**src/rtl/ddram_wr_fifo.sv**
```systemverilog
// Write-posting FIFO feeding the DDRAM arbiter's 16-bit write port over a toggle req/ack pair.
// Optional write coalescing into the newest queued entry: define WRFIFO_MERGE_EN.
//
// state  | meaning
// S_IDLE | no write outstanding; issue the head entry when count is non-zero
// S_WAIT | request toggled, holding wraddr/din until we_ack matches we_req

module ddram_wr_fifo #(
   parameter int DEPTH_LOG2 = 3
) (
   input  logic                  DDRAM_CLK,
   input  logic                  reset,
   input  logic                  wr,
   input  logic [30:0]           wr_addr,
   input  logic [15:0]           wr_data,
   output logic                  full,
   output logic                  empty,
   output logic                  overflow,
   output logic [DEPTH_LOG2:0]   count,
   output logic [30:0]           wraddr,
   output logic [15:0]           din,
   output logic                  we_req,
   input  logic                  we_ack
);

   localparam int DEPTH = 1 << DEPTH_LOG2;
   localparam logic [DEPTH_LOG2:0]   CNT_ONE   = 1;
   localparam logic [DEPTH_LOG2:0]   CNT_DEPTH = DEPTH;
   localparam logic [DEPTH_LOG2-1:0] PTR_ONE   = 1;

   typedef enum logic {S_IDLE, S_WAIT} state_t;

   state_t                  state;
   logic [DEPTH_LOG2-1:0]   head;
   logic [DEPTH_LOG2-1:0]   tail;
   logic [30:0]             mem_addr [DEPTH];
   logic [15:0]             mem_data [DEPTH];
   logic                    push;
   logic                    pop;
   logic                    merge;
   logic [DEPTH_LOG2-1:0]   wr_idx;
   logic [DEPTH_LOG2:0]     count_nxt;

`ifdef WRFIFO_MERGE_EN
   localparam logic [DEPTH_LOG2:0] CNT_TWO = 2;
   logic [DEPTH_LOG2-1:0]   tail_prev;

   // count >= 2 keeps the merge target away from the in-flight head entry
   assign tail_prev = tail - PTR_ONE;
   assign merge     = wr && (count >= CNT_TWO) && (mem_addr[tail_prev] == wr_addr);
   assign wr_idx    = merge ? tail_prev : tail;
`else
   assign merge     = 1'b0;
   assign wr_idx    = tail;
`endif

   assign push = wr && !full && !merge;
   assign pop  = (state == S_WAIT) && (we_ack == we_req);

   always_comb begin
      count_nxt = count;
      if (push && !pop)
         count_nxt = count + CNT_ONE;
      else if (!push && pop)
         count_nxt = count - CNT_ONE;
   end

   always_ff @(posedge DDRAM_CLK) begin
      if (!reset && (push || merge)) begin
         mem_addr[wr_idx] <= wr_addr;
         mem_data[wr_idx] <= wr_data;
      end
   end

   always_ff @(posedge DDRAM_CLK) begin
      if (reset) begin
         state    <= S_IDLE;
         head     <= '0;
         tail     <= '0;
         count    <= '0;
         full     <= 1'b0;
         empty    <= 1'b1;
         overflow <= 1'b0;
         wraddr   <= '0;
         din      <= '0;
         // follow the ack so a write cut off by reset never looks like a fresh request
         we_req   <= we_ack;
      end else begin
         if (push)
            tail <= tail + PTR_ONE;
         if (pop)
            head <= head + PTR_ONE;
         if (wr && full && !merge)
            overflow <= 1'b1;
         count <= count_nxt;
         full  <= (count_nxt == CNT_DEPTH);
         empty <= (count_nxt == '0);

         case (state)
            S_IDLE: begin
               if (count != '0) begin
                  wraddr <= mem_addr[head];
                  din    <= mem_data[head];
                  we_req <= ~we_req;
                  state  <= S_WAIT;
               end
            end
            S_WAIT: begin
               if (pop)
                  state <= S_IDLE;
            end
            default: state <= S_IDLE;
         endcase
      end
   end

endmodule
```
**config.mk**
```make
export PLATFORM = sky130hd
export DESIGN_NAME = ddram_wr_fifo
export DESIGN_NICKNAME = d
export VERILOG_FILES = /design/src/rtl/ddram_wr_fifo.sv
export SDC_FILE = /design/constraint.sdc
export NUM_CORES = 1
export LEC_CHECK = 0
export CORE_MARGIN = 10
export CORE_UTILIZATION = 33
export CTS_CLUSTER_DIAMETER = 80
export DETAILED_ROUTE_END_ITERATION = 8
export SLEW_MARGIN = 15
export SYNTH_ARGS = -nofsm -noshare
export SYNTH_HDL_FRONTEND = slang
export SYNTH_SLANG_ARGS = --single-unit
```
**constraint.sdc**
```tcl
create_clock -name DDRAM_CLK -period 16 [get_ports DDRAM_CLK]
set_input_delay 3.2 -clock DDRAM_CLK [delete_from_list [all_inputs] [get_ports DDRAM_CLK]]
set_output_delay 3.2 -clock DDRAM_CLK [all_outputs]
set_load 0.02 [all_outputs]
```
Word level (Yosys, flattened, before mapping)
Memory sizes are Yosys's and may differ from the RTL's. A register that Yosys moved wholly into a read port is not among the register bits.
Cells that the tools add are included.

storage, ports and cells
  register bits after elaboration = 15
  bits in latches = 0
  RAM bits = 376
  memory bits (read-only) = 0
  input bits = 51
  output and inout port bits = 55
  memories = 2

operators by class
  add/subtract/negate cells = 4
  $mul = 0
  div/mod/pow operators = 0
  order comparisons = 0
  equality and inequality tests = 3
  shift operators = 0
  mux-type cells = 10
  bitwise gates (word level) = 2
  reduce and logical (&&, ||, !) cells = 15

memories
  memory    depth  bits a word  rd ports  clocked after memory_dff  wr ports  RTL line  source
  mem_addr  8      31           1         1                         1         36        logic [30:0] mem_addr [DEPTH];
  mem_data  8      16           1         1                         1         37        logic [15:0] mem_data [DEPTH];

operators with widths
  cell                                              number
  2-to-1 mux 4 bit                                  2
  2-to-1 mux 1 bit                                  7
  adder 3 x 1 -> 3 bit, second input constant       2
  logical AND 1 bit                                 6
  adder 4 x 1 -> 4 bit, second input constant       1
  == test 4 bit, second input constant              1
  logical NOT 1 bit                                 4
  logical NOT 4 bit                                 1
  AND reduction 2 bit                               2
  nonzero test 4 bit                                1
  subtractor 4 x 1 -> 4 bit, second input constant  1
  != test 2 bit, second input constant              1
  NOT 1 bit                                         2
  one-hot mux 1 bit (2 select lines)                1
  nonzero test 2 bit                                1
  == test 1 bit                                     1

Depth between registers and ports, before layout
Gate-level depths: netlist (run 1).

  depth after elaboration = 7
  gate-level depth with buffers = 7

Least setup slack after synthesis (run 1)
Ideal clock, no wire load.

  path type = input port to flip-flop
  from = input port reset
  to = memory mem_addr[0][0], enable pin
  library setup time = 585 ps
  arrival = 8395 ps
  slack = 7020 ps
  cell stages on the path = 3
  buffers on the path = 1
  cells stage by stage = clkbuf_1 nor2_1 nor4b_1

between the ends
  word-level cells in the longest chain between the ends = 4

RTL lines
  element                                 RTL line  source
  start: declaration                      12        input logic reset,
  logical NOT 1 bit                       69        if (!reset && (push || merge)) begin
  logical AND 1 bit                       69
  2-to-1 mux 1 bit                        69
  2-to-1 mux 1 bit (implied by the code)  70        mem_addr[wr_idx] <= wr_addr;
  end: declaration                        36

No other way between the ends.

Final worst setup path (run 1)
  from = input port reset
  to = memory mem_addr[3][16], enable pin

The elaborated chain is that of the path after synthesis.

==> flow_summary.ini, run 1 <==
[critical_path]
cpPeakStageDelay_ns = 0.86
crit_chain = clkdlybuf4s50_1 -> inv_2 -> nand3_1 -> nor3_2 -> buf_4
slowest_stage = inv_2
cp-start-kind = primary input
r2r_end = wraddr[15]
crit_path_max_fanout = 49
critPathTopFamily = buffers and inverters
cp.buffers_inverters = 3
endpoint_kind = flip-flop
r2r_slack_ns = 12.73
reg2reg_depth = 5
arrival_ns = 6.04
cp.required_ns = 16.15
r2r-start = head[0]
worstSetupPathType = primary input to flip-flop

[clock_tree]
cts_inserted_buffers = 45
clk_pin_slew_ns = 0.06
cts_tree = yes
cts_resized = 0
clkSinkCount = 438
clk_latency_ns = 0.54
root_buffer = clkbuf_16
cts_max_level = 2
post_cts_buffers = 0
clockBufferDepth = 3
cts_hold_repair.buffers = 0

[layout]
layout_common_cells = edfxtp_1 (377), clkdlybuf4s50_1 (105), mux4_2 (94)
seq_area_sq_um = 12600
nets = 974
finalNonFillerCells = 1620
num-fill-cells = 4396
multi_input_area_sq_um = 3580
area_growth_pct = 19.8
drive_above_1_share = 0.197
final_common_cell = edfxtp_1

[detailed_routing]
avgViaCountPerCell = 4.77
remaining_drc_errors = 0
drt_wl_total_microns = 33200
wl_per_cell_microns = 20.5
drt_first_iter_violations = 443
antenna_left = 0
num_vias = 7722
firstDrtPassIters = 6

[sta]
holdWs_ns = 0.479
setup_violations = 0
fin_crit_ns = 5.89
skew_ns = 0.0191
max_freq_mhz = 170
tightest_slew_ns = 1.08
rsz0062_at_grt = no
finalHoldViolations = 0
tns_ns = 0
max_slew_margin = 0.279
finalMaxSlewViolations = 0
finalCritPeriodShare = 0.368

[synthesis]
synthXorXnorAreaFrac = 0.00368
synthTopCellsByArea = edfxtp_1 (69%), mux4_2 (13%), dfxtp_1 (7.5%)
syn_avg_cell_area_sq_um = 20.4
synth_fa_ha_area_frac = 0.00384
netlist.area_leader.share = 0.695
synth.yosys.seq_area_share = 0.769
synth_edf_count = 377
synth_warnings = 0
synthCells = 799
synth-simple-area-share = 0.0144
synth_cell_type_count = 39
ys.flop_type = edfxtp_1
synth.cell_area_sq_um = 16300
synth-compound-area-share = 0.0342
ys_seq_elements = 438
synth.net_count = 855
yosysTopAreaCell = edfxtp_1
async_flop_share = 0
synth_top_family_by_area = multiplexers
synth_mux_area_frac = 0.160

[grt]
grt_start_max_net_pins = 97
track_usage = 0.112
overflow = 0
grt_antenna_before_repair = 7
use_met2 = 0.186
grt_pass1_vias = 8057
grt-busiest-layer = met2
grt_pass1_wl_microns = 50900
met1_usage = 0.139
grtUsageMet3 = 0.0327

[die]
core_area_sq_um = 48800
row_count = 81
io_pins = 106
die_w_microns = 242
die_area_sq_um = 58700
dieHeight_microns = 242
initial_utilization = 0.334

[placed_design]
gp_congestion = 0.694
numPortBuffers = 105
dp.final_hpwl_microns = 18400
dp_cells = 1535

[worst_hold_path]
whs_path_depth = 2
whs_endpoint = overflow
hold_class = flip-flop to flip-flop
hold_path.startpoint = overflow

[pwr]
peakVddDrop_mv = 0.0967
power_mw = 2.84
powerDensity_nw_per_um2 = 146
cellLeakagePower_nw = 5.96

[outcome]
outcome = completed

[run]
maxCapViolCount = 0
how the worst max path moves through the flow:
stage	start	to	slack [ns]	cells past startpoint
2_1_floorplan	reset	mem_addr[0][0]	7.02	3
3_3_place_gp	reset	mem_data[3][6]	9.59	5
6_report	reset	mem_addr[3][16]	10.11	5
5_1_grt	reset	mem_addr[3][16]	9.82	5
3_5_place_dp	reset	mem_data[3][4]	9.49	5
4_1_cts	reset	mem_addr[3][16]	10.05	5
cells by family after synthesis:
| kind of cell | count (synthesis) |
|---|---|
| AO/OA/AOI/OAI | 107 |
| multiplexers | 143 |
| XOR/XNOR | 6 |
| AND/OR/NAND/NOR | 48 |
| adder cells (fa/ha/maj) | 5 |
| flip-flops | 438 |
| buffers and inverters | 52 |
tightest hold or removal path, cell delays in order, from the launching register on:
cell and delay (ns):
dfxtp_1 0.33, a21oi_1 0.04, nor2_1 0.07
sequential cells by signal (all words and copies together) (netlist names):
| register | flops |
|---|---|
| state | 1 |
| head | 3 |
| wraddr | 31 |
| din | 16 |
| mem_data | 128 |
| tail | 3 |
| we_req | 1 |
| mem_addr | 248 |
| count | 4 |
| empty | 1 |
| full | 1 |
| overflow | 1 |
layout make-up:
type / count / area share
Sequential cell: 438 / 0.643
Multi-Input combinational cell: 309 / 0.184
Clock buffer: 66 / 0.0643
Timing Repair Buffer: 119 / 0.0592
Tap cell: 664 / 0.0426
Clock inverter: 17 / 0.00609
Inverter: 5 / 0.000961
Antenna cell: 2 / 0.000256
routing by layer:
layer	wire length, microns	part of all wire
met5	52	0.0016
met2	16300	0.49
met4	647	0.019
met1	14400	0.43
met3	1840	0.055
power breakdown:
group	switching, mW	total [mW]	internal, mW
logic	0.272	0.511	0.239
clock network	0.413	0.974	0.561
registers	0.0501	1.36	1.31
Yosys cell counts (all sizes together), types with 2 or more instances:
cell type and n:
a21oi 51, buf 24, clkbuf 23, dfxtp 61
edfxtp 377, ha 5, inv 5, mux2i 48
mux4 94, nand2 11, nand3 2, nand4 2
nor2 17, nor2b 2, nor3 4, o21ai 50
or3 3, xnor2 3, xor2 3
through the flow:
stage | cell area [sq um] | setup WS [ns] | util
CTS | 19500 | 10.05 | 0.400
global route | 19500 | 9.82 | 0.400
floorplan | 16300 | 7.02 | -
global placement | 18100 | 9.59 | 0.371
finish | 19500 | 10.11 | 0.400
detailed placement | 18100 | 9.49 | 0.371
Power figures use the tool's default switching activity.
==> run 2: changes to the inputs <==
- clock period: 16 -> 6.1 ns (I/O delays scaled with it)
==> run 2 against run 1 <==
- first-iteration DRC count is 13% higher
- global-route usage is 0.092 points higher
- combinational power grew to 2.6 times the previous value
- final cell count is 0.25% higher
- cell area is 1.1% higher
- non-clock buffer count is 4 higher
- register-to-register slack worse by 9.3 ns
==> flow_summary.ini, run 2 (synthesized netlist as in run 1, its figures left out) <==
[sta]
skew_ns = 0.0141
max_freq_mhz = 287
rsz0062_at_grt = no
finalMaxSlewViolations = 0
tightest_slew_ns = 1.02
fin_crit_ns = 3.49
finalCritPeriodShare = 0.572
tns_ns = 0
setup_violations = 0
finalHoldViolations = 0
max_slew_margin = 0.322
worst_slack_ns = 2.61

[critical_path]
cp-start-kind = primary input
crit_path_max_fanout = 23
worstSetupPathType = primary input to flip-flop
cp.required_ns = 6.33
arrival_ns = 3.72
endpoint_kind = flip-flop

[grt]
overflow = 0
grt_antenna_before_repair = 2
grt_pass1_wl_microns = 51500
track_usage = 0.113
grt_pass1_vias = 8227
grt_start_max_net_pins = 96

[pwr]
peakVddDrop_mv = 0.255
powerDensity_nw_per_um2 = 392
cellLeakagePower_nw = 6.07

[layout]
top_regs = mem_addr x248, mem_data x128, wraddr x31
largest_reg_flops = 248
top_register = mem_addr
layout_common_cells = edfxtp_1 (377), clkdlybuf4s50_1 (105), mux4_2 (94)
drive_above_1_share = 0.214
final_common_cell = edfxtp_1
area_growth_pct = 21.1
antenna_cells = 0
nets = 979

[outcome]
outcome = completed

[clock_tree]
cts_inserted_buffers = 46
clk_latency_ns = 0.55
clkSinkCount = 438
cts_tree = yes
clk_pin_slew_ns = 0.06
cts_resized = 0
cts_hold_repair.buffers = 0
cts_max_level = 2
root_buffer = clkbuf_16
clockBufferDepth = 3
post_cts_buffers = 0

[run]
maxCapViolCount = 0

[die]
core_area_sq_um = 48800
initial_utilization = 0.334
io_pins = 106
die_area_sq_um = 58700
row_count = 81
dieHeight_microns = 242
die_w_microns = 242

[detailed_routing]
firstDrtPassIters = 4
drt_first_iter_violations = 500
wl_per_cell_microns = 20.6
drt_wl_total_microns = 33400
avgViaCountPerCell = 4.76
remaining_drc_errors = 0
num_vias = 7733
antenna_left = 0

[worst_hold_path]
hold_class = flip-flop to flip-flop

[placed_design]
pre_cts_slack_ns = 2.04
numPortBuffers = 105
dp.final_hpwl_microns = 19800
gp_congestion = 0.711
==> run 2: power by group <==
group	internal [mW]	switching, mW
clock	1.71	1.12
sequential	3.43	0.134
combinational	0.630	0.722
total	5.77	1.97
==> run 2: cell type report <==
type | instances | area [sq um]
Tap cell | 664 | 831
Fill cell | 4401 | 29100
Clock inverter | 27 | 299
Inverter | 5 | 18.8
Timing Repair Buffer | 123 | 1190
Sequential cell | 438 | 12600
Multi-Input combinational cell | 309 | 3600
Clock buffer | 58 | 1250
==> run 2: critical path: stages <==
cell             delay [ns]
clkdlybuf4s50_1        0.52
nor2b_1                0.51
nand2_1                0.39
nor2_4                 0.70
buf_4                  0.36
==> run 2: final timing paths <==
check	slack, ns	to	cells after the start	start
max	2.61	mem_addr[5][15]	5	wr
min	0.47	overflow	2	overflow
max reg2reg	3.48	wraddr[1]	4	head[0]
min reg2reg	0.47	overflow	2	overflow
==> run 2: per-stage QoR <==
| stage | total power, mW | cell area [sq um] | utilization | instances | hold slack [ns] |
|---|---|---|---|---|---|
| floorplan | 4.49 | 16300 | - | 799 | 0.504 |
| finish | 7.74 | 19700 | 0.404 | 1624 | 0.467 |
| global route | 8.10 | 19700 | 0.404 | 1624 | 0.506 |
| detailed placement | 5.02 | 18200 | 0.372 | 1539 | 0.456 |
| global placement | 5.00 | 18200 | 0.372 | 1539 | 0.449 |
| CTS | 7.85 | 19700 | 0.404 | 1624 | 0.471 |
==> run 2: routing by layer <==
metal,GRT usage,wire (microns),vias up
met5,0,29,-
met4,0.0307,598,4
met3,0.0298,1830,53
met2,0.184,16200,155
met1,0.146,14700,4012
li1,-,-,3509
